==> config.mk <==
export PLATFORM = sky130hd
export DESIGN_NAME = ov7670_frame_writer
export DESIGN_NICKNAME = d
export VERILOG_FILES = /design/src/rtl/ov7670_frame_writer.sv
export SDC_FILE = /design/constraint.sdc
export NUM_CORES = 1
export LEC_CHECK = 0
export BUFFER_PORTS_ARGS = -buffer_cell sky130_fd_sc_hd__buf_2
export CORE_MARGIN = 10
export CORE_UTILIZATION = 54
export CTS_BUF_LIST = sky130_fd_sc_hd__clkbuf_2 sky130_fd_sc_hd__clkbuf_4 sky130_fd_sc_hd__clkbuf_8
export DETAILED_ROUTE_END_ITERATION = 16
export PLACE_DENSITY = 0.79
export SLEW_MARGIN = 20
export SYNTH_ARGS = -nofsm -noshare
export SYNTH_HDL_FRONTEND = slang
export SYNTH_SLANG_ARGS = --single-unit
==> constraint.sdc <==
create_clock -name CLK_25M -period 3.04 [get_ports CLK_25M]
set_input_delay 0.304 -clock CLK_25M [delete_from_list [all_inputs] [get_ports CLK_25M]]
set_output_delay 0.304 -clock CLK_25M [all_outputs]
set_load 0.02 [all_outputs]
==> src/rtl/ov7670_frame_writer.sv <==
// rtl/ov7670_frame_writer.sv - OV7670 capture, RGB565 assembly, 4x4 decimation into BRAM port A
// Camera signals are oversampled in the CLK_25M domain; PCLK rising edges act as byte strobes.
module ov7670_frame_writer #(
  parameter int IN_WIDTH    = 640,
  parameter int IN_HEIGHT   = 480,
  parameter int DECIM_SHIFT = 2,
  parameter int OUT_WIDTH   = IN_WIDTH >> DECIM_SHIFT
) (
  input  logic        CLK_25M,
  input  logic        RST,
  input  logic        cam_pclk,
  input  logic        cam_vsync,
  input  logic        cam_href,
  input  logic [7:0]  cam_data,
  input  logic        capture_en,
  output logic [15:0] addra,
  output logic [15:0] dina,
  output logic        wea,
  output logic        ena,
  output logic        frame_done,
  output logic [7:0]  frame_cnt,
  output logic        line_len_err,
  output logic        busy
);

  typedef enum logic [1:0] {IDLE, WAIT_VS, WAIT_START, CAPTURE} state_t;

  localparam logic [9:0] X_LIM = 10'(IN_WIDTH);
  localparam logic [8:0] Y_LIM = 9'(IN_HEIGHT);

  state_t      state;
  logic [2:0]  pclk_sr, vs_sr, href_sr;
  logic [7:0]  data_s1, data_s2;
  logic [7:0]  hi_byte;
  logic        phase;
  logic [9:0]  x;
  logic [8:0]  y;
  logic [15:0] addr_full;
  logic        pclk_rise, vs_rise, vs_fall, href_s, href_fall, store_ok;

  // Stage [1] is the synchronized level, stage [2] its previous value.
  always_ff @(posedge CLK_25M or posedge RST) begin
    if (RST) begin
      pclk_sr <= '0;
      vs_sr   <= '0;
      href_sr <= '0;
      data_s1 <= '0;
      data_s2 <= '0;
    end else begin
      pclk_sr <= {pclk_sr[1:0], cam_pclk};
      vs_sr   <= {vs_sr[1:0], cam_vsync};
      href_sr <= {href_sr[1:0], cam_href};
      data_s1 <= cam_data;
      data_s2 <= data_s1;
    end
  end

  assign pclk_rise = pclk_sr[1] & ~pclk_sr[2];
  assign vs_rise   = vs_sr[1] & ~vs_sr[2];
  assign vs_fall   = ~vs_sr[1] & vs_sr[2];
  assign href_s    = href_sr[1];
  assign href_fall = ~href_sr[1] & href_sr[2];

  always_comb begin
    addr_full = 16'(x >> DECIM_SHIFT) + 16'(y >> DECIM_SHIFT) * 16'(OUT_WIDTH);
    store_ok  = (x[DECIM_SHIFT-1:0] == '0) && (y[DECIM_SHIFT-1:0] == '0) &&
                (x < X_LIM) && (y < Y_LIM);
  end

  assign ena = wea;

  always_ff @(posedge CLK_25M or posedge RST) begin
    if (RST) begin
      state        <= IDLE;
      addra        <= '0;
      dina         <= '0;
      wea          <= 1'b0;
      frame_done   <= 1'b0;
      frame_cnt    <= '0;
      line_len_err <= 1'b0;
      busy         <= 1'b0;
      hi_byte      <= '0;
      phase        <= 1'b0;
      x            <= '0;
      y            <= '0;
    end else begin
      wea        <= 1'b0;
      frame_done <= 1'b0;
      case (state)
        IDLE: begin
          if (capture_en) state <= WAIT_VS;
        end
        WAIT_VS: begin
          if (!capture_en) begin
            state <= IDLE;
          end else if (vs_rise) begin
            state <= WAIT_START;
            busy  <= 1'b1;
          end
        end
        WAIT_START: begin
          if (!capture_en) begin
            state <= IDLE;
            busy  <= 1'b0;
          end else if (vs_fall) begin
            x            <= '0;
            y            <= '0;
            phase        <= 1'b0;
            line_len_err <= 1'b0;
            state        <= CAPTURE;
          end
        end
        CAPTURE: begin
          // The frame always runs to the next VSYNC rise, even if capture_en drops.
          if (vs_rise) begin
            frame_done <= 1'b1;
            frame_cnt  <= frame_cnt + 8'd1;
            state      <= capture_en ? WAIT_START : IDLE;
            busy       <= capture_en;
          end
          if (!href_s) begin
            phase <= 1'b0;
          end else if (pclk_rise) begin
            if (!phase) begin
              hi_byte <= data_s2;
              phase   <= 1'b1;
            end else begin
              phase <= 1'b0;
              if (store_ok) begin
                wea   <= 1'b1;
                addra <= addr_full;
                dina  <= {hi_byte, data_s2};
              end
              if (x != '1) x <= x + 10'd1;
            end
          end
          // A dangling high byte at line end is dropped and flagged.
          if (href_fall) begin
            if (x != X_LIM || phase) line_len_err <= 1'b1;
            if (x != '0 && y != '1) y <= y + 9'd1;
            x <= '0;
          end
        end
        default: state <= IDLE;
      endcase
    end
  end

endmodule

==> metrics <==
Layout Utilization 0.635; Switching Fraction 0.259; Post-synth EDFFs 0; Reg2Reg Depth 9; setup tns final 0 ns; critical path arrival 2.78 ns; Resized Gates After CTS 0; Row Count 32; largest net degree at the start of global routing 64; Clk network pwr share 0.321; clock skew 0.00746 ns; XOR/XNOR Fraction of Synth Area 0.0552; Seq/Total Area, Yosys 0.578; Period Utilization, post-route 0.826; Num CTS Buffers 9; Distinct cells, synth 46; maximum vdd drop 0.384 mV; worst slew pin tran 0.841 ns; CTS tree done; post-synth net total 432; Reg power frac 0.566; GPL Wtd Cong 0.800; Sw Pwr 0.689 mW; antenna violations before repair 0; Synth Area in Compound Gates 0.0692; Static Leakage 2.54 nW; share of post-route cells with drive strength above 1 0.204; P&R area growth vs syn 14.5%; fin area 0.00491 mm^2; Reg2Reg Capture Point addra[13]; Nets 495; Core Box Area 0.00773 mm^2; Cell Int Power 1.97 mW; startpoint types flop; CP endpoint kind flop; Rel. slew slack 0.435; H-tree Lvls 3; Avg Inst Size Synth 10.8 um^2; Initial Utilization 0.555; final wirelength 7.89 mm; Async SR Flop Fraction 1.00; hold buffers post-CTS 0; FMAX 398 MHz; sink of the worst hold path vs_sr[0]; Syn Inst Count 397; mux contribution to synthesized area 0.0260; Post-Synth Adder-Cell Area 0.0648; pwr/cell area 541 mW/mm^2; critical path class flop to flop; largest family of logic cells by synthesized area simple AND/OR/NAND/NOR gates; Synth Area in Simple Gates 0.184; R2R setup slack 0.53 ns; detailed-route via count 2987; minimum clock period after layout 2.51 ns; top cell type's share of synthesized area 0.578; Post-Place Cell Area 0.00470 mm^2; Worst-path clk slew 0.09 ns; clk buf depth 2; Die X-Extent 109 um; Final Hold Fails 0; die area 0.0119 mm^2; drt initial violations 192; Critical R2R Launch y[5]; hpwl dp 5.89 mm; Antenna Cells 0; #FFs+latches synth 99; clk sink count 99; first-pass GRT wire length 13.7 mm; run status completed; Gate power share 0.113; Final Max Slew Viols 0; I/O Pins 59; top cells by area, synth dfrtp_1 (58%), nand2_1 (7.8%), ha_1 (5.5%); Hold Crit Class primary input to flop; WHS Path Cells 1; YS warnings 0; Wirelength per Cell 13.9 um; mapped cell area 0.00429 mm^2; GRT overflow 0; crit path max fanout 5; GRT Util Overall 0.143; Root Buffer clkbuf_8; DRT Pass-1 Iters 4; drc violations 0; Worst-Skew Late Latency 0.35 ns; area leader, netlist dfrtp_1; setup violators final 0; RSZ-0062 raised after global routing false; Final ANT Viol Nets 0; Synth Flop Type dfrtp_1; min-delay src cam_vsync; number of max-cap violations 0; vias in the first global route 3021; Die H 109 um; setup bufs post-CTS 0; CP required 3.31 ns; vias per cell 5.27; port bufs 58
## worst max path at each step
stage	endpoint	cells after the start	start	slack [ns]
finish	addra[13]	9	y[5]	0.53
global route	addra[13]	9	y[3]	0.37
CTS	addra[13]	9	y[3]	0.50
detailed placement	addra[13]	9	y[3]	0.52
global placement	addra[13]	9	y[3]	0.62
floorplan	addra[0]	1	RST	0.15
## through the flow
step | setup WS [ns] | hold slack, ns | std cells | power, mW
after floorplan | 0.146 | 0.331 | 397 | 1.72
after global placement | 0.624 | 0.332 | 551 | 1.82
after detailed placement | 0.524 | 0.335 | 551 | 1.84
after CTS | 0.501 | 0.0345 | 567 | 2.69
after global routing | 0.368 | 0.0253 | 567 | 2.79
final | 0.528 | 0.0537 | 567 | 2.66
## cell usage after synthesis (2+ instances only)
cell type  number
nand3_1         9
dfrtp_1        99
nand3b_1        3
and4_1          2
a21oi_1        10
or3_1           4
nand2b_1        4
nor3_1          6
xor2_1         14
clkbuf_1        2
buf_2           4
nand4_1         5
nor2b_1         4
nor2_1         23
fa_1            2
o21ai_0        25
nor4_2          2
xnor2_1        13
buf_4           2
mux2_2          9
a21o_1          6
and2_1          3
ha_1           19
and3_1          5
nand2_1        89
a31oi_1         3
inv_1          11
## state kept, by name (all words and copies together) (netlist names)
name	flops
pclk_sr	3
frame_done	1
vs_sr	3
y	9
busy	1
ena	1
dina	16
data_s1	8
frame_cnt	8
x	10
hi_byte	8
data_s2	8
phase	1
line_len_err	1
href_sr	3
state	2
addra	16
## per-layer routing
metal  global-route usage  vias to the layer above  wire length (um)
met4               0.0518                        0                91
met3               0.0501                        8               504
met1                0.172                     1456              3400
li1                     -                     1459                 -
met5                    0                        -                 0
met2                0.234                       64              3890
## worst max-delay path: stages (launching register included)
cell	delay, ns
dfrtp_1	0.46
ha_1	0.30
ha_1	0.23
fa_1	0.41
a21o_1	0.18
a21oi_1	0.22
xnor2_1	0.21
nand3b_1	0.13
xor2_1	0.15
o21ai_0	0.14
## power by group through the flow
stage	combinational (mW)	clock, mW	sequential [mW]
3_5_place_dp	0.307	0	1.53
6_report	0.301	0.854	1.50
4_1_cts	0.308	0.882	1.50
5_1_grt	0.339	0.933	1.52
2_1_floorplan	0.160	0	1.56
3_3_place_gp	0.295	0	1.52
## cell families (layout without fill, tap and decap cells)
kind of cell,after synthesis,after routing
compound gates,51,51
buf+inv,21,89
flops,99,99
mux,10,10
simple gates,168,168
xor+xnor,27,27
fa+ha+maj,21,21
## cell usage in the layout (no fill, tap or decap), types with 4 or more instances in the layout
master,netlist,final
mux2_2,9,9
xnor2_1,13,13
a21oi_1,10,10
xor2_1,14,14
nand3_1,9,9
nor2b_1,4,4
or3_1,4,4
nand2_1,89,89
o21ai_0,25,25
nor3_1,6,6
dfrtp_1,99,99
nand4_1,5,5
inv_1,11,10
nor2_1,23,23
a21o_1,6,6
buf_2,4,58
and3_1,5,5
ha_1,19,19
nand2b_1,4,4
clkbuf_8,0,11
## final cells by class
| type | count | area, um^2 |
|---|---|---|
| Clock buffer | 11 | 151 |
| Clock inverter | 5 | 60.1 |
| Fill cell | 631 | 2820 |
| Inverter | 12 | 47.5 |
| Multi-Input combinational cell | 277 | 1720 |
| Sequential cell | 99 | 2480 |
| Tap cell | 102 | 128 |
| Timing Repair Buffer | 61 | 325 |
No activity file was read; power rests on OpenSTA's default activity.
